--- src/rtl/dmem_ctrl_pkg.sv ---
// Shared types and helpers for the dmem port arbiter.
// Holds the controller state encoding and byte-merge function.
package dmem_ctrl_pkg;

    typedef enum logic [1:0] {
        IDLE   = 2'd0,
        ACCESS = 2'd1,
        RMW_WR = 2'd2,
        RESP   = 2'd3
    } state_e;

    localparam int ARB_RR    = 0;
    localparam int ARB_FIXED = 1;

    function automatic logic [31:0] merge_bytes(
        input logic [3:0]  wstrb,
        input logic [31:0] wdata,
        input logic [31:0] rdata
    );
        logic [31:0] m;
        m = rdata;
        for (int i = 0; i < 4; i++) begin
            if (wstrb[i]) begin
                m[8*i +: 8] = wdata[8*i +: 8];
            end
        end
        return m;
    endfunction

endpackage

--- src/rtl/rr_arbiter2.sv ---
// Two-way arbiter, round-robin or fixed priority.
// Keeps track of which port was granted last.
module rr_arbiter2 (
    input  logic       clk,
    input  logic       rst_n,
    input  logic [1:0] valid,
    input  logic       mode,
    input  logic       accept,
    output logic [1:0] grant
);

    logic last;

    // one-hot grant; on a tie, fixed mode or port 1 last -> port 0
    always_comb begin
        grant = 2'b00;
        case (valid)
            2'b01:   grant = 2'b01;
            2'b10:   grant = 2'b10;
            2'b11:   grant = (mode || last) ? 2'b01 : 2'b10;
            default: grant = 2'b00;
        endcase
    end

    // pointer moves only when a transfer actually happens
    always_ff @(posedge clk or negedge rst_n) begin
        if (!rst_n) begin
            last <= 1'b1;
        end else if (accept) begin
            last <= grant[1];
        end
    end

endmodule

--- src/rtl/dmem_port_arbiter.sv ---
// Shares the single-port word dmem between the LSU and debug DMA.
// Converts byte addresses and does read-modify-write for partial stores.
module dmem_port_arbiter
    import dmem_ctrl_pkg::*;
#(
    parameter int ADDR_W   = 15,
    parameter int ARB_MODE = ARB_RR
) (
    input  logic             clk,
    input  logic             rst_n,
    input  logic [1:0]       req_valid,
    output logic [1:0]       req_ready,
    input  logic [1:0]       req_we,
    input  logic [1:0][31:0] req_addr,
    input  logic [1:0][31:0] req_wdata,
    input  logic [1:0][3:0]  req_wstrb,
    output logic [1:0]       rsp_valid,
    output logic [31:0]      rsp_rdata,
    output logic             rsp_err,
    output logic             mem_is_load,
    output logic             mem_is_store,
    output logic [31:0]      mem_addr,
    output logic [31:0]      mem_store_data,
    input  logic [31:0]      mem_load_data
);

    state_e      state;
    logic [1:0]  grant;
    logic        accept;
    logic        sel;
    logic [31:0] sel_addr;
    logic        sel_we;
    logic [3:0]  sel_wstrb;
    logic        bad_addr;
    logic [31:0] word_idx;

    logic        port_q;
    logic        we_q;
    logic        rmw_q;
    logic        err_q;
    logic [31:0] wdata_q;
    logic [3:0]  wstrb_q;

    rr_arbiter2 u_arb (
        .clk    (clk),
        .rst_n  (rst_n),
        .valid  (req_valid),
        .mode   (ARB_MODE == ARB_FIXED),
        .accept (accept),
        .grant  (grant)
    );

    // ready only while idle; a transfer is a granted valid port
    always_comb begin
        req_ready = (state == IDLE) ? grant : 2'b00;
        accept    = |(req_valid & req_ready);
        sel       = grant[1];
        sel_addr  = req_addr[sel];
        sel_we    = req_we[sel];
        sel_wstrb = req_wstrb[sel];
        bad_addr  = (sel_addr[1:0] != 2'b00)
                 || ((sel_addr >> (ADDR_W + 2)) != 32'd0);
        word_idx  = {{(32 - ADDR_W){1'b0}}, sel_addr[ADDR_W+1:2]};
    end

    // request FSM; dmem strobes and responses are single-cycle pulses
    always_ff @(posedge clk or negedge rst_n) begin
        if (!rst_n) begin
            state          <= IDLE;
            rsp_valid      <= 2'b00;
            rsp_rdata      <= 32'd0;
            rsp_err        <= 1'b0;
            mem_is_load    <= 1'b0;
            mem_is_store   <= 1'b0;
            mem_addr       <= 32'd0;
            mem_store_data <= 32'd0;
            port_q         <= 1'b0;
            we_q           <= 1'b0;
            rmw_q          <= 1'b0;
            err_q          <= 1'b0;
            wdata_q        <= 32'd0;
            wstrb_q        <= 4'd0;
        end else begin
            mem_is_load  <= 1'b0;
            mem_is_store <= 1'b0;
            rsp_valid    <= 2'b00;
            unique case (state)
                IDLE: begin
                    if (accept) begin
                        port_q   <= sel;
                        we_q     <= sel_we;
                        wdata_q  <= req_wdata[sel];
                        wstrb_q  <= sel_wstrb;
                        mem_addr <= word_idx;
                        rmw_q    <= 1'b0;
                        if (bad_addr) begin
                            err_q <= 1'b1;
                            state <= RESP;
                        end else if (sel_we && sel_wstrb == 4'h0) begin
                            err_q <= 1'b0;
                            state <= RESP;
                        end else if (!sel_we) begin
                            mem_is_load <= 1'b1;
                            state       <= ACCESS;
                        end else if (sel_wstrb == 4'hF) begin
                            mem_is_store   <= 1'b1;
                            mem_store_data <= req_wdata[sel];
                            state          <= ACCESS;
                        end else begin
                            mem_is_load <= 1'b1;
                            rmw_q       <= 1'b1;
                            state       <= ACCESS;
                        end
                    end
                end
                ACCESS: begin
                    if (rmw_q) begin
                        mem_is_store   <= 1'b1;
                        mem_store_data <= merge_bytes(wstrb_q, wdata_q,
                                                      mem_load_data);
                        state          <= RMW_WR;
                    end else begin
                        rsp_valid <= port_q ? 2'b10 : 2'b01;
                        rsp_rdata <= we_q ? 32'd0 : mem_load_data;
                        rsp_err   <= 1'b0;
                        state     <= IDLE;
                    end
                end
                RMW_WR: begin
                    rsp_valid <= port_q ? 2'b10 : 2'b01;
                    rsp_rdata <= 32'd0;
                    rsp_err   <= 1'b0;
                    state     <= IDLE;
                end
                RESP: begin
                    rsp_valid <= port_q ? 2'b10 : 2'b01;
                    rsp_rdata <= 32'd0;
                    rsp_err   <= err_q;
                    state     <= IDLE;
                end
                default: state <= IDLE;
            endcase
        end
    end

endmodule

--- config.mk ---
export PLATFORM = sky130hd
export DESIGN_NAME = dmem_port_arbiter
export DESIGN_NICKNAME = d
export VERILOG_FILES = /design/src/rtl/dmem_ctrl_pkg.sv /design/src/rtl/rr_arbiter2.sv /design/src/rtl/dmem_port_arbiter.sv
export SDC_FILE = /design/constraint.sdc
export NUM_CORES = 1
export LEC_CHECK = 0
export ABC_CLOCK_PERIOD_IN_PS = 2240
export CAP_MARGIN = 20
export CORE_ASPECT_RATIO = 0.9
export CORE_UTILIZATION = 38
export DETAILED_ROUTE_END_ITERATION = 10
export GPL_ROUTABILITY_DRIVEN = 1
export PLACE_DENSITY = 0.75
export SYNTH_ARGS = -nofsm -noshare
export SYNTH_HDL_FRONTEND = slang
export SYNTH_SLANG_ARGS = --single-unit
--- constraint.sdc ---
create_clock -name clk -period 2.24 [get_ports clk]
set_clock_uncertainty 0.1 [all_clocks]
set_input_delay 0.336 -clock clk [delete_from_list [all_inputs] [get_ports clk]]
set_output_delay 0.336 -clock clk [all_outputs]
set_load 0.05 [all_outputs]
**Yosys cells after proc, flatten, opt, wreduce, memory -nomap -nowiden**

Index checks and enable logic that the tools add are counted.

- Bits in registers: 127
- Output and inout port bits: 103
- Word-level logic and storage cells: 101
- Bits of input ports: 174

- Equality and inequality tests: 14
- $lt $le $gt $ge: 1
- Bitwise logic cells: 1
- Reductions and logical operators: 17
- Muxes and demuxes: 53

Operators by type and width:

| cell | number |
|---|---|
| $mux 32 | 12 |
| $pmux 32 s2 | 2 |
| $mux 8 | 4 |
| $reduce_bool 32->1 | 1 |
| $mux 1 | 20 |
| $mux 2 | 8 |
| $ne 2x2->1 const B | 6 |
| $pmux 2 s3 | 2 |
| $eq 2x2->1 const B | 4 |
| $mux 4 | 2 |
| $reduce_bool 2->1 | 4 |
| $reduce_and 7->1 | 1 |
| $reduce_and 2->1 | 3 |
| $eq 2x1->1 const B | 2 |
| $eq 4x4->1 const B | 1 |
| $logic_not 4->1 | 1 |
| $pmux 2 s2 | 1 |
| $reduce_or 2->1 | 2 |
| $pmux 1 s3 | 1 |
| $reduce_and 3->1 | 1 |
| $reduce_bool 3->1 | 1 |
| $and 2x2->2 | 1 |
| $logic_not 2->1 | 1 |
| $lt 1x2->1 const B | 1 |
| other kinds (4) | 4 |

**Longest topological paths before layout**

- Depth in word-level cells: 11
- Depth in mapped cells: 7
- Mapped depth without buffers: 6

**Modules after synthesis**

Synthesis repeated with hierarchy kept, for this count alone.

- Cells, all modules: 533
- Area total of the unflattened synthesis: 6226.0 µm²

By module, submodules not included:

| module | area each (µm²) | cells each | sequential area each (µm²) | instances |
|---|---|---|---|---|
| dmem_port_arbiter | 6159.7 | 526 | 3153.0 | 1 |
| rr_arbiter2 | 66.3 | 7 | 26.3 | 1 |

**Worst setup path before layout**

OpenSTA, ideal clock, no wires.

- Path kind: input port to flip-flop
- Start: input port req_addr[33] (netlist bit)
- End: register mem_store_data[10]
- Data arrival time: 2.284 ns
- Setup slack: -0.269 ns
- Path buffers: 1
- Required time: 2.015 ns
- Stages: 6
- Setup time: 0.125 ns
- Cells stage by stage: or4_1 -> nor4_1 -> a21oi_2 -> o41ai_4 -> buf_6 -> mux2_4

- Longest elaborated chain between the ends: 6

RTL lines:

| item | line | source |
|---|---|---|
| start: declaration | dmem_port_arbiter.sv:14 | `input logic [1:0][31:0] req_addr,` |
| $mux 32 (implied by the code) (2 in series) | dmem_port_arbiter.sv:58 | `sel_addr = req_addr[sel];` |
| $reduce_bool 2->1 | dmem_port_arbiter.sv:61 | `bad_addr = (sel_addr[1:0] != 2'b00)` |
| $logic_or 1x1->1 | dmem_port_arbiter.sv:62 | `\|\| ((sel_addr >> (ADDR_W + 2)) != 32'd0);` |
| $ne 2x2->1 (no source line) | -- |  |
| $reduce_and 7->1 (no source line) | -- |  |
| end signal: assignment | dmem_port_arbiter.sv:107 | `mem_store_data <= req_wdata[sel];` |
| end signal: assignment | dmem_port_arbiter.sv:119 | `mem_store_data <= merge_bytes(wstrb_q, wdata_q,` |
| end: declaration | dmem_port_arbiter.sv:23 | `output logic [31:0] mem_store_data,` |

No other way between the ends. The select of a mux whose other input is x is not followed.
A chain may end at the register's enable or synchronous reset.

**Worst setup path in the final report**

- Start: input port req_addr[1] (netlist bit)
- End: register mem_store_data[15]

The elaborated chain is that of the path after synthesis.

==> results list <==
* Result of the run: finished, violations left
* Failing checks: negative setup slack
- Counting flops with a built-in enable in the synthesized netlist gives 0.
- Boundary pin count: 277
- In this design, the stage delay of the slowest critical-path cell is around 0.43 ns.
- Of the total power, combinational logic draws 0.454.
* Largest net degree at the start of global routing: 55
- RD Place Congestion: 0.813
* CTS H-Tree Depth: 4
- Worst-Skew Late Latency: about 0.42 ns
- In the layout the commonest cells are clkdlybuf4s50_1 (245), dfrtp_1 (126), nand2_1 (85).
* Std-Cell Core Area: 15600 um2
- Count of unresolved DRC violations after routing: 0
* Number of nets in the final layout: 1042
- A synthesized cell averages 10.6 um2.
- The number of antenna violations at the first check in global routing was 0.
- Maximum clock rate: 0.427 GHz
- Hold is met by 0.347 ns.
- Net load switching power: approximately 0.0048 W
* Critical-path cell list: clkdlybuf4s50_1 -> or4_4 -> nor4_4 -> a21oi_2 -> o41ai_4 -> buf_4 -> buf_12 -> mux2_4
- The final hold violation count came to 0.
- Number of routed nets with antenna violations: 0
- In the post-route analysis, the smallest setup slack over all paths is -0.102 ns.
* Class of the tightest hold or removal check: register to register
* Post-detailed-route via-to-cell ratio: slightly above 5
- The filler cells instantiated in the layout total 1255.
- Of the total synthesized cell area, the portion taken by AND, OR, NAND and NOR gates is 0.128.
* Vertical extent of the die: 122 um
- For this configuration, the core starts out at a cell density of 0.393.
- After synthesis, the largest family of logic cells by area is compound AO/OA/AOI/OAI gates.
* Count of vias placed by the detailed router: 5485
- Startpoint Class: input port
- The routed design has 18600 um of wire.
* Clk slew on worst S/H paths: 0.06 ns
- VDD sags by at most 0.724 mV.
- Transition time at the pin with the least slew margin: 0.624 ns
- The share of the Yosys chip area taken by registers is 0.519.
* Critical path type: input port to register
* Yosys warns: 0
- Yosys reg bits: roughly 130
- Among all flip-flop cells after synthesis, the most frequent one is dfrtp_1.
- Relative to the synthesized area, the layout overhead comes to 62.0%.
- RSZ-0062 raised after global routing: yes
* Fraction of final layout cells with drive strength greater than 1: 0.160
- The first global-routing pass estimated 29100 um of wire.
- Shortest clock period the worst path allows after layout: 2.34 ns
* Crit path max fanout: 8
* DIE WIDTH: 136 um
* Data required time at the worst endpoint: 2.44 ns
* Mapped Area: around 6000 um2
- Post-synthesis compound-gate area fraction: 0.173
- Slew HR: 0.584
* CTS sink cnt: ~130
- Total count of max-transition violations in the final report: 0
- In this run, placement finished with an instance count of approximately 1000.
- Post-synth cell types: 38
- Counting flops with an async set or reset pin after synthesis yields a share of 1.00.
- The number of antenna diodes in the final layout is 0.
- Counting every instance in the synthesized netlist gives 576.
- Kind of end point of the critical path: register
- Overall Global Routing Usage: 0.231
* MaxCap Viol Count: 0
- Reg power frac: 0.320
- Of the total power, the share spent switching nets is 0.419.
* Internal power summed over all cells: around 0.0066 W
* Endpoints failing setup: 32
- Crit path DAT: ~2.5 ns
- Summed over all cells, the static leakage comes to 4.28 nW.
* Fraction of synthesized cell area in xor and xnor cells: 0
- After the first detailed-routing iteration, the DRC count stood at 192.
- The share of total power dissipated in the clock network is 0.226.
* TritonCTS clock tree: yes
- Final routed wire length divided by cell count: roughly 17 um
- Number of global-route vias before repair: 5570
- Dividing total power by cell area gives a power density of about 1100 nW/um2.
* Share of the clock period used by the worst path after layout: 1.05
- Number of search-and-repair iterations in the first detailed-routing pass: 5
- The largest individual stage delay along the critical path comes from the cell or4_4.
- Overflow after GRT: 0
- DP HPWL: 13300 um
* Number of standard-cell rows in the floorplan: 43
- Measured against the total synthesized area, the mux share comes to 0.129.
- The count of cells in the finished layout, fillers not included, comes to 1083.
- Inserted Clock Buffers: 17
- The library cell used most frequently in the layout, excluding fill and tap cells, is clkdlybuf4s50_1.
- The die covers 16600 um2.
- The clock passes through at most 2 buffers.
- The count of buffers added on input and output ports is 259.
- Cell at the root of the clock tree: clkbuf_16
* Adder-cell area share of the yosys netlist: 0
## cell type report
cell class	instances	area, um2	share of cell area
flip-flops and latches	127	3180	0.320
repair buffers	313	3130	0.315
multi-input cells	407	2800	0.282
clock buffers	21	460	0.0464
well taps	202	253	0.0255
clock inverters	11	91.3	0.00920
inverters	2	7.51	0.000756
## sequential cells by signal (all words and copies together) (netlist names)
signal          count
rsp_rdata          32
mem_is_load         1
rsp_valid           2
mem_is_store        1
err_q               1
state               2
wdata_q            32
wstrb_q             4
rmw_q               1
mem_addr           15
we_q                1
u_arb.last          1
rsp_err             1
mem_store_data     32
port_q              1
## kinds of logic after synthesis
| group | count (synthesis) |
|---|---|
| AND/OR/NAND/NOR | 169 |
| AO/OA/AOI/OAI | 157 |
| flip-flops | 127 |
| multiplexers | 64 |
| buffers and inverters | 58 |
| other | 1 |
## power by group through the flow
stage	registers (W)	clock network, W	logic [W]
final	0.00364	0.00257	0.00517
after global routing	0.00374	0.00274	0.00554
after CTS	0.00364	0.00261	0.00517
after detailed placement	0.00366	0	0.00513
after global placement	0.00363	0	0.00506
after floorplan	0.00475	0	0.00202
## per-stage QoR
| step | utilization | cell area, um2 | TNS (ns) | setup WS (ns) | total power (W) |
|---|---|---|---|---|---|
| after CTS | 0.635 | 9910 | -2.17 | -0.105 | 0.0114 |
| after floorplan | - | 6200 | -3.05 | -0.107 | 0.00677 |
| after detailed placement | 0.590 | 9200 | -19.45 | -0.569 | 0.00879 |
| after global placement | 0.590 | 9200 | -17.45 | -0.543 | 0.00870 |
| final | 0.636 | 9930 | -2.84 | -0.102 | 0.0114 |
| after global routing | 0.636 | 9930 | -3.75 | -0.142 | 0.0120 |
## layer usage
layer / wire length [um] / vias up / part of all wire / global-route usage
met4: 255 / 0 / 0.014 / 0.0771
li1: - / 2629 / - / -
met2: 9020 / 227 / 0.48 / 0.380
met5: 0 / - / 0 / 0
met1: 7810 / 2610 / 0.42 / 0.290
met3: 1540 / 19 / 0.083 / 0.0715
## timing repair
item                       CTS  global route
setup buffers                3             0
cloned                       2             1
resized for setup           32             2
hold endpoints to repair    52             0
hold buffers                 1             0
pin swaps                   10             4
setup endpoints to repair   34            33
## cells in the mapped netlist, drive strengths merged, types with 2 or more instances
cell type    n  area [um2]
clkbuf      31         116
a21oi       31         159
a22o        31         272
a211oi      32         240
or4          3        26.3
inv          2        7.50
mux2        35         503
a21o         2        15.0
nor2        27         101
o21ai       33         165
nand3        4        20.0
nand2       85         319
nand4        3        18.8
a31oi       23         144
nor4         8        56.3
mux2i       29         290
buf         25         184
nor3         3        15.0
nor2b       33         206
dfrtp      126        3150
## worst max-delay path: cells and delay by family
| kind | cells | cell delay (ns) |
|---|---|---|
| mux | 1 | 0.30 |
| compound gates | 2 | 0.44 |
| simple gates | 2 | 0.68 |
| buf+inv | 3 | 0.77 |
## worst paths after layout
kind	start	to	slack [ns]	cells after the start
max	req_addr[1]	mem_store_data[15]$_DFFE_PN0P_	-0.10	8
min	port_q$_DFFE_PN0P_	rsp_valid[0]$_DFF_PN0_	0.35	1
max reg2reg	u_arb.last$_DFFE_PN1N_	mem_store_data[15]$_DFFE_PN0P_	-0.05	9
min reg2reg	port_q$_DFFE_PN0P_	rsp_valid[0]$_DFF_PN0_	0.35	1
max in group asynchronous	rst_n	u_arb.last$_DFFE_PN1N_	1.03	3
min in group asynchronous	rst_n	wdata_q[11]$_DFFE_PN0P_	0.36	2
No activity file was read; power rests on OpenSTA's default activity.
